--- src/rtl/nested_bit_select_pkg.sv ---
// Shared types and helpers for nested_bit_select: range flags and index helpers.
package nested_bit_select_pkg;

  typedef struct packed {
    logic sub_oor;
    logic bit_oor;
  } range_flags_t;

  localparam int unsigned RangeFlagW = $bits(range_flags_t);

  // Index width that never collapses to zero bits.
  function automatic int unsigned idx_width(input int unsigned n);
    return (n > 1) ? $clog2(n) : 1;
  endfunction

  function automatic logic in_range(input int unsigned idx, input int unsigned lim);
    return idx < lim;
  endfunction

  // Inner bit index carried down the pipe; forced to 0 for out-of-range requests.
  function automatic int unsigned bit_index(input int unsigned idx, input logic oor);
    return oor ? 0 : idx;
  endfunction

endpackage

--- src/rtl/nbs_stage.sv ---
// Generic valid/ready pipeline register; accepts whenever empty or draining.
module nbs_stage #(
  parameter int unsigned W = 1
) (
  input  logic         clk,
  input  logic         rst,
  input  logic         valid_i,
  output logic         ready_o,
  input  logic [W-1:0] data_i,
  output logic         valid_o,
  input  logic         ready_i,
  output logic [W-1:0] data_o
);

  logic         valid_q, valid_d;
  logic [W-1:0] data_q, data_d;
  logic         adv;

  always_comb begin
    adv     = !valid_q || ready_i;
    ready_o = adv;
    valid_d = adv ? valid_i : valid_q;
    data_d  = (adv && valid_i) ? data_i : data_q;
    valid_o = valid_q;
    data_o  = data_q;
  end

  always_ff @(posedge clk or posedge rst) begin
    if (rst) begin
      valid_q <= 1'b0;
      data_q  <= '0;
    end else begin
      valid_q <= valid_d;
      data_q  <= data_d;
    end
  end

endmodule

--- src/rtl/nested_bit_select.sv ---
// Two-stage sub-word / bit selector with valid/ready flow control.
// Define NESTED_BIT_SELECT_RANGE_CHECK_EN to report out-of-range requests on out_err.
module nested_bit_select
  import nested_bit_select_pkg::*;
#(
  parameter int unsigned WIDTH = 16,
  parameter int unsigned SUB_W = 4,
  localparam int unsigned NSUB = WIDTH / SUB_W,
  localparam int unsigned SI_W = idx_width(NSUB),
  localparam int unsigned BI_W = idx_width(SUB_W)
) (
  input  logic             clk,
  input  logic             rst,
  input  logic             in_valid,
  output logic             in_ready,
  input  logic [WIDTH-1:0] in_data,
  input  logic [SI_W-1:0]  in_sub_idx,
  input  logic [BI_W-1:0]  in_bit_idx,
  output logic             out_valid,
  input  logic             out_ready,
  output logic [SUB_W-1:0] out_sub,
  output logic             out_bit,
  output logic             out_err
);

`ifdef NESTED_BIT_SELECT_RANGE_CHECK_EN
  localparam int unsigned FlagW = RangeFlagW;
  range_flags_t s1_flags_in, s1_flags;
`else
  localparam int unsigned FlagW = 0;
`endif
  localparam int unsigned S1W = SUB_W + BI_W + FlagW;
  localparam int unsigned S2W = SUB_W + 1 + (FlagW > 0 ? 1 : 0);

  logic [SUB_W-1:0] sel_sub, s1_sub;
  logic [BI_W-1:0]  s1_bit;
  logic             sub_ok, bit_ok, oor, s2_bit;
  logic [S1W-1:0]   s1_in, s1_out;
  logic [S2W-1:0]   s2_in, s2_out;
  logic             s1_valid, s2_ready;

  always_comb begin
    sel_sub = '0;
    for (int unsigned k = 0; k < NSUB; k++) begin
      if (32'(in_sub_idx) == k) sel_sub = in_data[k*SUB_W +: SUB_W];
    end
    sub_ok = in_range(32'(in_sub_idx), NSUB);
    bit_ok = in_range(32'(in_bit_idx), SUB_W);
    oor    = !(sub_ok && bit_ok);
`ifdef NESTED_BIT_SELECT_RANGE_CHECK_EN
    s1_flags_in = '{sub_oor: !sub_ok, bit_oor: !bit_ok};
    s1_in = {(oor ? '0 : sel_sub), BI_W'(bit_index(32'(in_bit_idx), oor)), s1_flags_in};
`else
    s1_in = {(oor ? '0 : sel_sub), BI_W'(bit_index(32'(in_bit_idx), oor))};
`endif
  end

  nbs_stage #(.W(S1W)) u_s1 (
    .clk     (clk),
    .rst     (rst),
    .valid_i (in_valid),
    .ready_o (in_ready),
    .data_i  (s1_in),
    .valid_o (s1_valid),
    .ready_i (s2_ready),
    .data_o  (s1_out)
  );

  // Out-of-range requests arrive with a zeroed sub-word and bit index, so the pick yields 0.
  always_comb begin
`ifdef NESTED_BIT_SELECT_RANGE_CHECK_EN
    {s1_sub, s1_bit, s1_flags} = s1_out;
`else
    {s1_sub, s1_bit} = s1_out;
`endif
    s2_bit = 1'b0;
    for (int unsigned k = 0; k < SUB_W; k++) begin
      if (32'(s1_bit) == k) s2_bit = s1_sub[k];
    end
`ifdef NESTED_BIT_SELECT_RANGE_CHECK_EN
    s2_in = {s1_sub, s2_bit, (s1_flags.sub_oor | s1_flags.bit_oor)};
`else
    s2_in = {s1_sub, s2_bit};
`endif
  end

  nbs_stage #(.W(S2W)) u_s2 (
    .clk     (clk),
    .rst     (rst),
    .valid_i (s1_valid),
    .ready_o (s2_ready),
    .data_i  (s2_in),
    .valid_o (out_valid),
    .ready_i (out_ready),
    .data_o  (s2_out)
  );

  always_comb begin
`ifdef NESTED_BIT_SELECT_RANGE_CHECK_EN
    {out_sub, out_bit, out_err} = s2_out;
`else
    {out_sub, out_bit} = s2_out;
    out_err = 1'b0;
`endif
  end

endmodule

--- config.mk ---
export PLATFORM = sky130hd
export DESIGN_NAME = nested_bit_select
export DESIGN_NICKNAME = d
export VERILOG_FILES = /design/src/rtl/nested_bit_select_pkg.sv /design/src/rtl/nbs_stage.sv /design/src/rtl/nested_bit_select.sv
export SDC_FILE = /design/constraint.sdc
export NUM_CORES = 1
export LEC_CHECK = 0
export BUFFER_PORTS_ARGS = -buffer_cell sky130_fd_sc_hd__buf_2
export CAP_MARGIN = 15
export CORE_MARGIN = 5
export CORE_UTILIZATION = 45
export CTS_CLUSTER_DIAMETER = 80
export DETAILED_ROUTE_END_ITERATION = 16
export GPL_TIMING_DRIVEN = 0
export PLACE_DENSITY = 0.76
export SLEW_MARGIN = 5
export SYNTH_ARGS = -nofsm -noshare
export SYNTH_HDL_FRONTEND = slang
export SYNTH_SLANG_ARGS = --single-unit
--- constraint.sdc ---
create_clock -name clk -period 1.95 [get_ports clk]
set_input_delay 0.195 -clock clk [delete_from_list [all_inputs] [get_ports clk]]
set_output_delay 0.195 -clock clk [all_outputs]
set_load 0.05 [all_outputs]
**After elaboration in Yosys (flattened, before gate mapping)**

Cells that the tools add are included.

- Logic and storage cells: 26
- Register bits: 13
- ROM bits: 0
- Bits in latches: 0
- RAM bits: 0
- Memories kept: 0

- Divide/modulo/power cells: 0
- $mul: 0
- Order comparisons: 0
- Shift operators: 0
- $add $sub $neg: 0
- Reductions and logical operators: 8
- Equality and inequality tests: 6
- Multiplexer cells: 8
- Bitwise operators: 0

Operators with widths:

| cell | count |
|---|---|
| 4-bit 2-to-1 mux | 4 |
| 2-bit equality test (second input constant) | 4 |
| 2-bit by 1-bit equality test with 1-bit output (second input constant) | 2 |
| 2-bit logical NOT | 2 |
| 1-bit 2-to-1 mux | 4 |
| 1-bit logical AND | 2 |
| 1-bit logical NOT | 2 |
| 1-bit logical OR | 2 |

**Longest topological paths before layout**

Gate-level depths: netlist of run 1.

- Word-level depth: 5
- Gate-level depth with buffers: 3

**Cells and area by module**

Synthesis of run 1 repeated with hierarchy kept, for this count alone.

- Cells, all modules: 39
- Area, all modules: 701.9 um2

By module, submodules not included:

| module | instances | area each (um2) | cells each | seq. area each (um2) |
|---|---|---|---|---|
| nbs_stage (u_s1) | 1 | 301.5 | 17 | 175.2 |
| nbs_stage (u_s2) | 1 | 261.5 | 15 | 150.1 |
| nested_bit_select | 1 | 138.9 | 7 | 0.0 |

**Least setup slack after synthesis of run 1**

No wires, ideal clock.

- Kind: register to register
- From: reg u_s2.valid_q, in the netlist u_s2.valid_o
- To: reg u_s1.data_q[0], in the netlist u_s1.data_o[0]
- Setup time: 0.125 ns
- Stages on the path, launching flop included: 4
- Arrival time: 1.907 ns
- Path slack: -0.082 ns
- Clock period less this slack: 2.032 ns
- Cell sequence: dfrtp_1 -> nand3b_1 -> nand2_1 -> mux2_2

- Cells in the longest elaborated chain, start to end: 4

RTL lines:

| item | line | RTL |
|---|---|---|
| start: declaration | nbs_stage.sv:15 | `logic valid_q, valid_d;` |
| start signal: assignment | nbs_stage.sv:33 | `valid_q <= valid_d;` |
| 1-bit logical NOT | nbs_stage.sv:20 | `adv = !valid_q \|\| ready_i;` |
| 1-bit logical OR (2 in series) | nbs_stage.sv:20 |  |
| named net in_ready | nested_bit_select.sv:15 | `output logic in_ready,` |
| 1-bit logical AND | nbs_stage.sv:23 | `data_d = (adv && valid_i) ? data_i : data_q;` |
| end signal: assignment | nbs_stage.sv:34 | `data_q <= data_d;` |
| end: declaration | nbs_stage.sv:16 | `logic [W-1:0] data_q, data_d;` |

The timed path passes the listed nets, and every way through them passes these cells.
A chain may end at the register's enable or synchronous reset.

**Final worst setup path of run 1**

- From: reg u_s2.valid_q, in the netlist u_s2.valid_o
- To: out in_ready

- Cells in the longest elaborated chain, start to end: 3

RTL lines:

| item | line |
|---|---|
| 1-bit logical NOT | nbs_stage.sv:20 |
| 1-bit logical OR (2 in series) | nbs_stage.sv:20 |
| end: declaration | nested_bit_select.sv:15 |

No other way between the ends.

==> PnR_summary.wiki, run 1 <==
{| class="wikitable"
! Metric !! Value
|-
| Path type of the worst setup path || flop to output port
|-
| Power density normalized to cell area || 1008 mW/mm^2
|-
| Data arrival at the endpoint of the critical path || 1110 ps
|-
| Area fraction of the dominant cell type after synthesis || 52.00%
|-
| Final estimated routing congestion in global placement || 0.6574
|-
| Proportion of register bits with asynchronous set or reset after synthesis || 100.0%
|-
| TritonRoute pass-1 iters || 2
|-
| Number of warnings reported in the yosys synthesis log || 0
|-
| Initial antenna violation count || 0
|-
| Final min period || 1306 ps
|-
| Type of element capturing the critical path || output port
|-
| Ys flop type || dfrtp_1
|-
| Top fanout value on the critical path || 3
|-
| Achievable clock frequency || 0.7657 GHz
|-
| Total count of hold-check failures in the final report || 0
|-
| Horiz. Die Dim || 47.29 um
|-
| Starting utilization of the core area || 48.08%
|-
| Cell area after synthesis || 625.6 sq um
|-
| Most used standard cell by instance count after synthesis || dfrtp_1
|-
| Vias in the first global route || 475
|-
| Number of cell instances on the worst register-to-register path || 2
|-
| Layout Skew || 2.591 ps
|-
| Count of port buffers added during placement || 30
|-
| Clock Pin Slew Worst Setup and Hold Paths || 70 ps
|-
| Per-instance average area after synthesis || 16.46 sq um
|-
| Num rows || 13
|-
| Post-layout power || 841.5 uW
|-
| Final worst path period share || 66.97%
|-
| Count of mapped cells out of synthesis || 38
|-
| Routed len/inst || 13.38 um
|-
| I/O pin count || 32
|-
| Number of enable-type register cells in the synthesized netlist || 0
|-
| Unique cell type count in the Yosys netlist || 10
|-
| Net count after synthesis || 62
|-
| RSZ-0062 raised after global routing || false
|-
| Max-capacitance violation count || 0
|-
| Count of cells resized by post-cts repair || 0
|-
| Min-Delay Endpoint || u_s1.valid_o
|-
| Share of layout cells above drive strength 1 || 65.75%
|-
| Destination of the worst register-to-register timing path || u_s2.data_o[0]
|-
| Number of fill cells in the layout || 107
|-
| LEAKAGE || 0.0004082 uW
|-
| Most numerous cell types in the synthesized netlist || dfrtp_1, mux2_2, mux4_1
|-
| Clock Sinks || 13
|-
| CTS Root Buffer Type || clkbuf_4
|-
| Required time at the worst-slack endpoint || 1750 ps
|-
| Number of buffers created by CTS || 3
|-
| Detailed Route Iter0 Violations || 4
|-
| Startpoint of the lowest-slack hold path || in_valid
|-
| Number of flip-flops and latches in the synthesized netlist || 13
|-
| Number of vias per cell || 5.205
|-
| CTS H-tree depth || 1
|-
| Startpoint class of the critical path || flop
|-
| Largest net degree at the start of global routing || 14
|-
| Worst-case clock buffer depth || 2
|-
| Register-to-register setup slack || 710 ps
|-
| Worst reg2reg startpoint || u_s1.data_o[1]
|-
| TritonCTS clock tree || built
|-
| Hold path depth || 2
|-
| Via count of the routed design || 458
|-
| Number of nets in the layout || 98
|-
| Sequential fraction of the synthesis area || 52.00%
|-
| Final wirelength || 1.177 mm
|-
| Met1 track utilization from global routing || 13.73%
|-
| Outcome || complete, no violations
|-
| Leading area contributor after synthesis || dfrtp_1
|-
| DRC || 0
|-
| Residual overflow from global routing || 0
|-
| Setup violation total in the final timing report || 0
|-
| M3 GR Usage || 3.065%
|-
| Path type of the worst min-delay path || primary input to flop
|-
| Total negative slack for setup checks || 0 ps
|-
| Vertical die dimension || 47.29 um
|-
| Post-synthesis to final-layout area growth || 33.40%
|-
| Total global-route track usage || 12.98%
|-
| Clock latency reported for the late side of the worst-skew pair || 270 ps
|-
| Biggest area contributors in the synthesized netlist || dfrtp_1, mux2_2, mux4_1
|-
| Total count of max-transition violations in the final report || 0
|-
| Die area || 0.002236 sq mm
|-
| Area of the core region || 0.001301 sq mm
|-
| VDD IR-drop max || 425.5 uV
|-
| GR met2 Demand/Resource || 21.93%
|-
| Antenna diodes || 0
|-
| Number of nets still failing antenna checks after routing || 0
|-
| Wire length of the first global-routing pass || 1.945 mm
|-
| Layer with the highest usage after global routing || met2
|}
layout make-up:
cell class | count | area [sq um] | share of cell area, %
inverter | 1 | 3.754 | 0.4498
timing repair buffer | 31 | 160.2 | 19.19
multi-input combinational | 23 | 291.5 | 34.93
tap | 15 | 18.77 | 2.249
clock buffer | 4 | 26.28 | 3.148
buffer | 1 | 7.507 | 0.8996
sequential | 13 | 326.6 | 39.13
registers in the layout, indices dropped and copies added, names as in the netlist:
| name | count |
|---|---|
| u_s2.data_o | 5 |
| u_s1.data_o | 6 |
| u_s2.valid_o | 1 |
| u_s1.valid_o | 1 |
worst max-delay path by stage:
stage	slack, ps	startpoint	endpoint	depth (start not counted)
6_report	640	u_s2.valid_o	in_ready	2
5_1_grt	580	u_s1.valid_o	in_ready	2
4_1_cts	630	u_s2.valid_o	in_ready	2
3_5_place_dp	650	in_sub_idx[0]	u_s1.data_o[2]	3
3_3_place_gp	670	in_sub_idx[0]	u_s1.data_o[2]	3
2_1_floorplan	160	u_s2.valid_o	u_s1.data_o[0]	3
power breakdown:
group,total [uW],leakage (uW),switching [uW],internal [uW]
clock network,160,0.0000150,81.1,79.1
logic,319,0.000244,200,118
registers,363,0.000149,31.6,331
total,842,0.000408,313,528
critical path, stage by stage, from the launching register on:
cell and delay [ps]:
dfrtp_2 410, nand3b_1 150, buf_2 290
cell families (layout without fill, tap and decap cells):
| kind of cell | after synthesis | after routing | share of synthesized area [%] |
|---|---|---|---|
| muxes | 16 | 16 | 40.20 |
| and+or+nand+nor | 6 | 6 | 5.401 |
| other | 1 | 1 | 0.5994 |
| DFF | 13 | 13 | 52.00 |
| buffers and inverters | 2 | 37 | 1.800 |
stage by stage:
stage | setup WS [ps] | cells | util (%) | hold WS [ps] | area (sq um)
2_1_floorplan | 164.4 | 38 | - | 71.89 | 629.4
3_3_place_gp | 671.7 | 83 | 61.35 | 229.8 | 798.3
3_5_place_dp | 648.3 | 83 | 61.35 | 239.2 | 798.3
4_1_cts | 633.0 | 88 | 64.13 | 136.7 | 834.6
5_1_grt | 582.7 | 88 | 64.13 | 141.1 | 834.6
6_report | 644.0 | 88 | 64.13 | 142.5 | 834.6
routing by layer:
layer / vias to the layer above / part of all wire (%)
met2: 27 / 50
met3: 2 / 12
met4: 0 / 1.6
met5: - / 0
met1: 215 / 36
li1: 214 / -
timing repair:
action,in CTS,in global routing
hold endpoints to repair,13,0
setup buffers,0,0
hold buffers,1,0
endpoints found under the setup margin,0,0
cell usage in the layout (no fill, tap or decap), drive strengths merged:
master | Yosys | layout
nand3b | 1 | 1
dfrtp | 13 | 13
buf | 1 | 31
nand2b | 3 | 3
inv | 1 | 1
mux2 | 11 | 11
conb | 1 | 1
clkbuf | 0 | 4
nand2 | 2 | 2
mux4 | 5 | 5
dlygate4sd3 | 0 | 1
Note: power is estimated with default switching activity, not from simulation.
==> inputs of run 2 (changes only) <==
--- a/config.mk
+++ b/config.mk
@@ -5,14 +5,15 @@
 export SDC_FILE = /design/constraint.sdc
 export NUM_CORES = 1
 export LEC_CHECK = 0
+export ABC_AREA = 1
 export BUFFER_PORTS_ARGS = -buffer_cell sky130_fd_sc_hd__buf_2
 export CAP_MARGIN = 15
 export CORE_MARGIN = 5
-export CORE_UTILIZATION = 45
+export CORE_UTILIZATION = 40
 export CTS_CLUSTER_DIAMETER = 80
 export DETAILED_ROUTE_END_ITERATION = 16
 export GPL_TIMING_DRIVEN = 0
-export PLACE_DENSITY = 0.76
+export PLACE_DENSITY = 0.7
 export SLEW_MARGIN = 5
 export SYNTH_ARGS = -nofsm -noshare
 export SYNTH_HDL_FRONTEND = slang
==> constraint.sdc (replaced) <==
create_clock -name clk -period 1.2 [get_ports clk]
set_input_delay 0.12 -clock clk [delete_from_list [all_inputs] [get_ports clk]]
set_output_delay 0.12 -clock clk [all_outputs]
set_load 0.05 [all_outputs]
==> run 2 against run 1 <==
Via count is 44% higher. Critical path type unchanged. Clock-buffer cell count stayed put. Synthesized cell count grew to 2.5 times the previous value. Clock power is 64% higher. Design area is 7.3% higher. Total power is 69% higher. Global-route usage is 1.2 points lower. Largest power group unchanged. Register-to-register slack worse by 510 ps.
==> PnR_summary.wiki, run 2 <==
{| class="wikitable"
! Metric !! Value
|-
| Total count of hold-check failures in the final report || 0 (unchanged)
|-
| Number of buffers created by CTS || 3 (unchanged)
|-
| Data arrival at the endpoint of the critical path || 1020 ps (was 1110 ps)
|-
| Unique cell type count in the Yosys netlist || 15 (was 10)
|-
| Num rows || 15 (was 13)
|-
| Critical-path cell list || nand3_4 -> buf_4 (was nand3b_1 -> buf_2)
|-
| Synth Area in Compound Gates || 3.604% (was 0%)
|-
| Routed len/inst || 9.352 um (was 13.38 um)
|-
| Worst reg2reg startpoint || u_s2.valid_o (was u_s1.data_o[1])
|-
| Number of flip-flops and latches in the synthesized netlist || 13 (unchanged)
|-
| CTS Root Buffer Type || clkbuf_4 (unchanged)
|-
| Via count of the routed design || 660 (was 458)
|-
| Achievable clock frequency || 0.8800 GHz
|-
| Met3 wire length || 129 um (was 137 um)
|-
| TritonRoute pass-1 iters || 4 (was 2)
|-
| Number of warnings reported in the yosys synthesis log || 0 (unchanged)
|-
| Highest metal layer used by the detailed router || met4 (unchanged)
|-
| Net count after synthesis || 119 (was 62)
|-
| Synth Area in Adders || 0% (unchanged)
|-
| Dominant combinational cell family by area after synthesis || simple AND/OR/NAND/NOR gates (was multiplexers)
|-
| VDD IR-drop max || 604.2 uV (was 425.5 uV)
|-
| Final wirelength || 1.356 mm (was 1.177 mm)
|-
| Number of vias per cell || 4.552 (was 5.205)
|-
| Per-instance average area after synthesis || 7.310 sq um (was 16.46 sq um)
|-
| Post-synthesis to final-layout area growth || 29.01% (was 33.40%)
|-
| Post-route worst setup slack || 63.58 ps (was 644.0 ps)
|-
| I/O pin count || 32 (unchanged)
|-
| Stage delay of the slowest cell on the critical path || 430 ps (was 410 ps)
|-
| Fraction of synthesized area in multiplexers || 0% (was 40.20%)
|-
| Sequential fraction of the synthesis area || 46.85% (was 52.00%)
|-
| Metal1 wirelength || 601 um (was 427 um)
|-
| Number of fill cells in the layout || 184 (was 107)
|-
| Area of all sequential standard cells || 326.6 sq um (unchanged)
|-
| Proportion of register bits with asynchronous set or reset after synthesis || 100.0% (unchanged)
|-
| Startpoint class of the critical path || flop (unchanged)
|-
| Top fanout value on the critical path || 5 (was 3)
|-
| Max-capacitance violation count || 0 (unchanged)
|-
| Type of element capturing the critical path || output port (unchanged)
|-
| Number of flip-flops under the largest register name || 6 (unchanged)
|-
| Residual overflow from global routing || 0 (unchanged)
|-
| Starting utilization of the core area || 41.11% (was 48.08%)
|-
| Ys flop type || dfrtp_1 (unchanged)
|-
| Seq pwr share || 42.4% (was 43.1%)
|-
| Met2 wire length || 602 um (was 593 um)
|-
| Worst-case clock buffer depth || 2 (unchanged)
|-
| Path type of the worst setup path || flop to output port (unchanged)
|-
| Required time at the worst-slack endpoint || 1080 ps (was 1750 ps)
|-
| Number of nets still failing antenna checks after routing || 0 (unchanged)
|-
| Area of the core region || 0.001689 sq mm (was 0.001301 sq mm)
|-
| Most used standard cell by instance count after synthesis || nand2_1 (was dfrtp_1)
|-
| Initial antenna violation count || 0 (unchanged)
|-
| Pre-CTS WS || 202.6 ps (was 648.3 ps)
|-
| Path type of the worst min-delay path || primary input to flop (unchanged)
|-
| TritonCTS clock tree || built (unchanged)
|-
| Portion of total power attributed to combinational logic || 39.1% (was 37.9%)
|-
| Fraction of power consumed by the clock network || 18.5% (was 19.0%)
|-
| Largest net degree at the start of global routing || 14 (unchanged)
|-
| Startpoint of the lowest-slack hold path || in_bit_idx[0] (was in_valid)
|-
| Final worst path period share || 94.70%
|-
| Sw frac || 42.09% (was 37.20%)
|-
| Area fraction of the dominant cell type after synthesis || 46.85% (was 52.00%)
|-
| Outcome || complete, no violations (unchanged)
|-
| Wire length of the first global-routing pass || 2.387 mm (was 1.945 mm)
|-
| Total negative slack for setup checks || 0 ps (unchanged)
|-
| DRC || 0 (unchanged)
|-
| Vias in the first global route || 607 (was 475)
|-
| Clock latency reported for the late side of the worst-skew pair || 270 ps (about the same)
|-
| Switching power summed over all nets || 597.0 uW (was 313.0 uW)
|-
| CTS H-tree depth || 1 (unchanged)
|-
| Horiz. Die Dim || 51.67 um (was 47.29 um)
|-
| Antenna diodes || 0 (unchanged)
|-
| RSZ-0062 raised after global routing || false (unchanged)
|-
| Final min period || 1136 ps
|-
| Cell area after synthesis || 694.4 sq um (was 625.6 sq um)
|-
| Leading area contributor after synthesis || dfrtp_1 (unchanged)
|-
| Number of nets in the layout || 153 (was 98)
|-
| Vertical die dimension || 51.67 um (was 47.29 um)
|-
| Total global-route track usage || 11.74% (was 12.98%)
|-
| Most numerous cell types in the synthesized netlist || nand2_1, dfrtp_1, nand3_1 (was dfrtp_1, mux2_2, mux4_1)
|-
| Top library cells by usage in the layout, fill and taps aside || nand2_1, buf_2, nand3_1, dfrtp_1, nor2_1 (was buf_2, dfrtp_1, mux2_2)
|-
| Worst setup startpoint || u_s2.valid_o (unchanged)
|-
| Count of port buffers added during placement || 28 (was 30)
|-
| Biggest area contributors in the synthesized netlist || dfrtp_1, nand2_1, nand3_1 (was dfrtp_1, mux2_2, mux4_1)
|-
| Share of layout cells above drive strength 1 || 32.03% (was 65.75%)
|-
| Final estimated routing congestion in global placement || 0.7626 (was 0.6574)
|-
| Clock Pin Slew Worst Setup and Hold Paths || 70 ps (about the same)
|-
| LEAKAGE || 0.0005213 uW (was 0.0004082 uW)
|-
| Power density normalized to cell area || 1583 mW/mm^2 (was 1008 mW/mm^2)
|-
| Cell-internal power || 821.4 uW (was 528.5 uW)
|-
| Total count of max-transition violations in the final report || 0 (unchanged)
|-
| Area share of xor/xnor cells in the synthesized design || 0% (unchanged)
|-
| Synthesized-area fraction occupied by and/or/nand/nor cells || 41.62% (was 5.400%)
|-
| Half-perimeter wire length of the detailed placement result || 1.098 mm
|-
| Count of mapped cells out of synthesis || 95 (was 38)
|-
| Multi-input logic area || 317.8 sq um (was 291.5 sq um)
|-
| Leading cell type in the layout, fill and taps excluded || nand2_1 (was buf_2)
|-
| Die area || 0.002669 sq mm (was 0.002236 sq mm)
|-
| Slowest library cell on the worst path || dfrtp_2 (unchanged)
|-
| Setup violation total in the final timing report || 0 (unchanged)
|-
| Detailed Route Iter0 Violations || 14 (was 4)
|-
| Clock Sinks || 13 (unchanged)
|-
| Layout Skew || 3.162 ps (was 2.591 ps)
|-
| Number of enable-type register cells in the synthesized netlist || 0 (unchanged)
|}
run 2: cell types whose count changed in the layout (fill, tap and decap cells not counted), sizes merged:
| cell | before | now |
|---|---|---|
| nand3 | 0 | 13 |
| a21oi | 0 | 1 |
| nand2 | 2 | 44 |
| mux4 | 5 | 0 |
| mux2 | 11 | 0 |
| buf | 31 | 32 |
| nand2b | 3 | 0 |
| o21ai | 0 | 4 |
| nor2 | 0 | 9 |
| inv | 1 | 6 |
| nand3b | 1 | 0 |
run 2: logic make-up (layout without fill, tap and decap cells):
| kind of cell | after synthesis | in the layout |
|---|---|---|
| and+or+nand+nor | 66 | 66 |
| DFF | 13 | 13 |
| buffers and inverters | 10 | 43 |
| AOI/OAI and AO/OA | 5 | 5 |
| other | 1 | 1 |
run 2: layout make-up:
| type | instances | share of cell area, % |
|---|---|---|
| repair buffers | 29 | 17.04 |
| inverters | 6 | 2.514 |
| clock buffers | 4 | 2.933 |
| flip-flops and latches | 13 | 36.45 |
| well taps | 17 | 2.374 |
| multi-input cells | 72 | 35.47 |
| plain buffers | 4 | 3.212 |
run 2: final timing paths:
path / end / slack, ps / cells past startpoint
min in group asynchronous: u_s2.data_o[0] / 390 / 3
min reg2reg: u_s2.data_o[3] / 480 / 2
max: in_ready / 60 / 2
max in group asynchronous: u_s2.valid_o / 460 / 3
max reg2reg: u_s2.data_o[0] / 200 / 5
min: u_s1.data_o[0] / 70 / 3
run 2: through the flow:
| step | hold slack (ps) | area [sq um] | utilization, % | power, uW | std cells |
|---|---|---|---|---|---|
| CTS | 65.81 | 895.9 | 53.04 | 1436 | 145 |
| global placement | 151.2 | 857.1 | 50.74 | 1157 | 140 |
| floorplan | -3.109 | 695.7 | - | 1025 | 95 |
| finish | 73.39 | 895.9 | 53.04 | 1418 | 145 |
| global route | 73.91 | 895.9 | 53.04 | 1520 | 145 |
| detailed placement | 157.9 | 857.1 | 50.74 | 1163 | 140 |
run 2: per-layer routing:
layer,up-vias,track usage [%]
li1,358,-
met4,0,7.860
met1,272,13.75
met5,-,0
met3,2,2.579
met2,28,19.07
run 2: worst max-delay path: cells and delay by family (launching register included):
family	cells	cell delay, ps
buffers and inverters	1	210
DFF	1	430
and+or+nand+nor	1	110
run 2: repair_timing:
action                                  4_1_cts  5_1_grt
hold endpoints to repair                     13        0
gates resized for setup                       1        0
endpoints found under the setup margin        1        0
setup buffers                                 0        0
hold buffers                                  1        0
run 2: power groups by stage:
stage	Combinational, uW	Clock, uW	Sequential [uW]
2_1_floorplan	204	0	821
3_3_place_gp	550	0	607
3_5_place_dp	555	0	609
4_1_cts	561	275	600
5_1_grt	603	303	614
6_report	555	262	601
==> inputs of run 3 (changes only) <==
--- a/config.mk
+++ b/config.mk
@@ -8,12 +8,14 @@
 export ABC_AREA = 1
 export BUFFER_PORTS_ARGS = -buffer_cell sky130_fd_sc_hd__buf_2
 export CAP_MARGIN = 15
+export CELL_PAD_IN_SITES_DETAIL_PLACEMENT = 1
+export CELL_PAD_IN_SITES_GLOBAL_PLACEMENT = 1
 export CORE_MARGIN = 5
-export CORE_UTILIZATION = 40
+export CORE_UTILIZATION = 27
 export CTS_CLUSTER_DIAMETER = 80
 export DETAILED_ROUTE_END_ITERATION = 16
 export GPL_TIMING_DRIVEN = 0
-export PLACE_DENSITY = 0.7
+export PLACE_DENSITY = 0.69
 export SLEW_MARGIN = 5
 export SYNTH_ARGS = -nofsm -noshare
 export SYNTH_HDL_FRONTEND = slang
==> run 3 against run 2 <==
Final cell count increased by 9.0%. Flip-flop and latch count unchanged. Combinational power increased by 1%. Design area increased by 1.8%. Clock skew decreased by 2.8 ps. Clock power increased by 2%. First-iteration DRC count increased by 93%. Global-route usage decreased by 0.75 points. Largest power group unchanged. Highest routed layer unchanged.
==> PnR_summary.wiki, run 3 (synthesis results as in run 2) <==
{| class="wikitable"
! Metric !! Value
|-
| DRC || 0 (unchanged)
|-
| Worst setup startpoint || u_s2.valid_o (unchanged)
|-
| Number of nets in the layout || 153 (unchanged)
|-
| Number of flip-flops under the largest register name || 6 (unchanged)
|-
| Number of nets still failing antenna checks after routing || 0 (unchanged)
|-
| CTS H-tree depth || 1 (unchanged)
|-
| Number of cell instances on the worst register-to-register path || 5 (unchanged)
|-
| Clock Pin Slew Worst Setup and Hold Paths || 80 ps (was 70 ps)
|-
| Setup violation total in the final timing report || 0 (unchanged)
|-
| Outcome || complete, no violations (unchanged)
|-
| Routed len/inst || 10.82 um (was 9.352 um)
|-
| Final hold slack || 77.42 ps (was 73.39 ps)
|-
| Critical-path cell list || nand3_4 -> buf_4 (unchanged)
|-
| Total count of hold-check failures in the final report || 0 (unchanged)
|-
| Register-to-register setup slack || 160 ps (was 200 ps)
|-
| Top library cells by usage in the layout, fill and taps aside || nand2_1, buf_2, nand3_1, dfrtp_1, nor2_1 (unchanged)
|-
| Clock Sinks || 13 (unchanged)
|-
| Top fanout value on the critical path || 5 (unchanged)
|-
| Slowest library cell on the worst path || dfrtp_2 (unchanged)
|-
| Starting utilization of the core area || 28.03% (was 41.11%)
|-
| Path type of the worst setup path || flop to output port (unchanged)
|-
| Vertical die dimension || 60.72 um (was 51.67 um)
|-
| Cell type group with the largest total delay on the critical path || flip-flops (unchanged)
|-
| Destination of the worst register-to-register timing path || u_s2.data_o[0] (unchanged)
|-
| Data arrival at the endpoint of the critical path || 1020 ps (about the same)
|-
| Startpoint class of the critical path || flop (unchanged)
|-
| Power density normalized to cell area || 1572 mW/mm^2 (was 1583 mW/mm^2)
|-
| Horiz. Die Dim || 60.72 um (was 51.67 um)
|-
| Clock latency reported for the late side of the worst-skew pair || 270 ps (about the same)
|-
| Total number of cells along the worst setup path || 2 (unchanged)
|-
| Total negative slack for setup checks || 0 ps (unchanged)
|-
| TritonCTS clock tree || built (unchanged)
|-
| Total count of max-transition violations in the final report || 0 (unchanged)
|-
| Die area || 0.003686 sq mm (was 0.002669 sq mm)
|-
| Largest net degree at the start of global routing || 14 (unchanged)
|-
| Final worst path period share || 95.08% (was 94.70%)
|-
| Count of port buffers added during placement || 28 (unchanged)
|-
| Max-capacitance violation count || 0 (unchanged)
|-
| Residual overflow from global routing || 0 (unchanged)
|-
| Half-perimeter wire length of the detailed placement result || 1.436 mm (was 1.098 mm)
|-
| Path type of the worst min-delay path || primary input to flop (unchanged)
|-
| Detailed Route Iter0 Violations || 27 (was 14)
|-
| Antenna diodes || 0 (unchanged)
|-
| RSZ-0062 raised after global routing || false (unchanged)
|-
| Initial antenna violation count || 0 (unchanged)
|-
| Layout Skew || 0.4078 ps (was 3.162 ps)
|-
| Final min period || 1141 ps (was 1136 ps)
|-
| LEAKAGE || 0.0005213 uW (unchanged)
|-
| Number of vias per cell || 4.361 (was 4.552)
|-
| Number of buffers created by CTS || 3 (unchanged)
|-
| Num rows || 18 (was 15)
|-
| Final wirelength || 1.710 mm (was 1.356 mm)
|-
| Worst-case clock buffer depth || 2 (unchanged)
|-
| TritonRoute pass-1 iters || 3 (was 4)
|-
| Share of layout cells above drive strength 1 || 32.03% (unchanged)
|-
| Stage delay of the slowest cell on the critical path || 430 ps (about the same)
|-
| Achievable clock frequency || 0.8764 GHz (was 0.8800 GHz)
|-
| Vias in the first global route || 730 (was 607)
|-
| Final estimated routing congestion in global placement || 0.6594 (was 0.7626)
|-
| CTS Root Buffer Type || clkbuf_4 (unchanged)
|-
| Count of buffering cells on the critical path with inverters included || 1 (unchanged)
|-
| Area of the core region || 0.002477 sq mm (was 0.001689 sq mm)
|-
| Number of fill cells in the layout || 325 (was 184)
|-
| Type of element capturing the critical path || output port (unchanged)
|-
| VDD IR-drop max || 937.6 uV (was 604.2 uV)
|-
| Leading cell type in the layout, fill and taps excluded || nand2_1 (unchanged)
|-
| Via count of the routed design || 689 (was 660)
|-
| Worst reg2reg startpoint || u_s2.valid_o (unchanged)
|-
| Wire length of the first global-routing pass || 3.042 mm (was 2.387 mm)
|-
| Crit path to || in_ready (unchanged)
|-
| I/O pin count || 32 (unchanged)
|-
| Total global-route track usage || 10.99% (was 11.74%)
|-
| Required time at the worst-slack endpoint || 1080 ps (about the same)
|-
| Post-synthesis to final-layout area growth || 31.35% (was 29.01%)
|}
## run 3: worst reg2reg max path: cells and delay by family, from the launching register on
family | cells | cell delay [ps]
buf+inv | 1 | 140
simple gates | 4 | 410
flops | 1 | 430
## run 3: final cells by class
type,count,area (sq um),share of cell area [%]
plain buffers,4,28.78,3.155
well taps,30,37.54,4.115
repair buffers,29,152.6,16.74
clock buffers,4,26.28,2.881
flip-flops and latches,13,326.6,35.80
inverters,6,22.52,2.469
multi-input cells,72,317.8,34.84
## run 3: per-layer routing
| layer | GRT usage (%) | routed length [um] | share of wire (%) |
|---|---|---|---|
| met4 | 6.502 | 26 | 1.5 |
| met5 | 0 | 0 | 0 |
| met1 | 12.92 | 717 | 42 |
| met2 | 17.56 | 783 | 46 |
| met3 | 3.404 | 181 | 11 |
## run 3: worst min-delay path by stage
| stage | startpoint | end | slack (ps) | cells after the start |
|---|---|---|---|---|
| 3_5_place_dp | rst | u_s2.data_o[4] | 170 | 2 |
| 3_3_place_gp | rst | u_s2.data_o[4] | 160 | 2 |
| 6_report | in_bit_idx[1] | u_s1.data_o[1] | 80 | 3 |
| 4_1_cts | in_bit_idx[1] | u_s1.data_o[1] | 70 | 3 |
| 2_1_floorplan | rst | u_s1.data_o[0] | -3 | 1 |
| 5_1_grt | in_bit_idx[1] | u_s1.data_o[1] | 90 | 3 |
## run 3: stage by stage
step / utilization, % / setup slack [ps] / area, sq um / power (uW) / cells
finish: 36.82 / 58.98 / 912.1 / 1434 / 158
global placement: 35.25 / 193.0 / 873.3 / 1164 / 153
global route: 36.82 / 9.190 / 912.1 / 1544 / 158
floorplan: - / -63.83 / 695.7 / 1025 / 95
detailed placement: 35.25 / 169.0 / 873.3 / 1180 / 153
CTS: 36.82 / 39.19 / 912.1 / 1465 / 158
## run 3: report_power, final
group          internal [uW]  leakage, uW  switching [uW]
clock network            129    0.0000150             138
registers                537     0.000159            66.4
logic                    155     0.000347             408
## run 3: timing repair
action | CTS | global route
resized for setup | 1 | 0
setup buffers | 0 | 0
setup endpoints to repair | 1 | 0
hold buffers | 1 | 0
endpoints found under the hold margin | 13 | 0
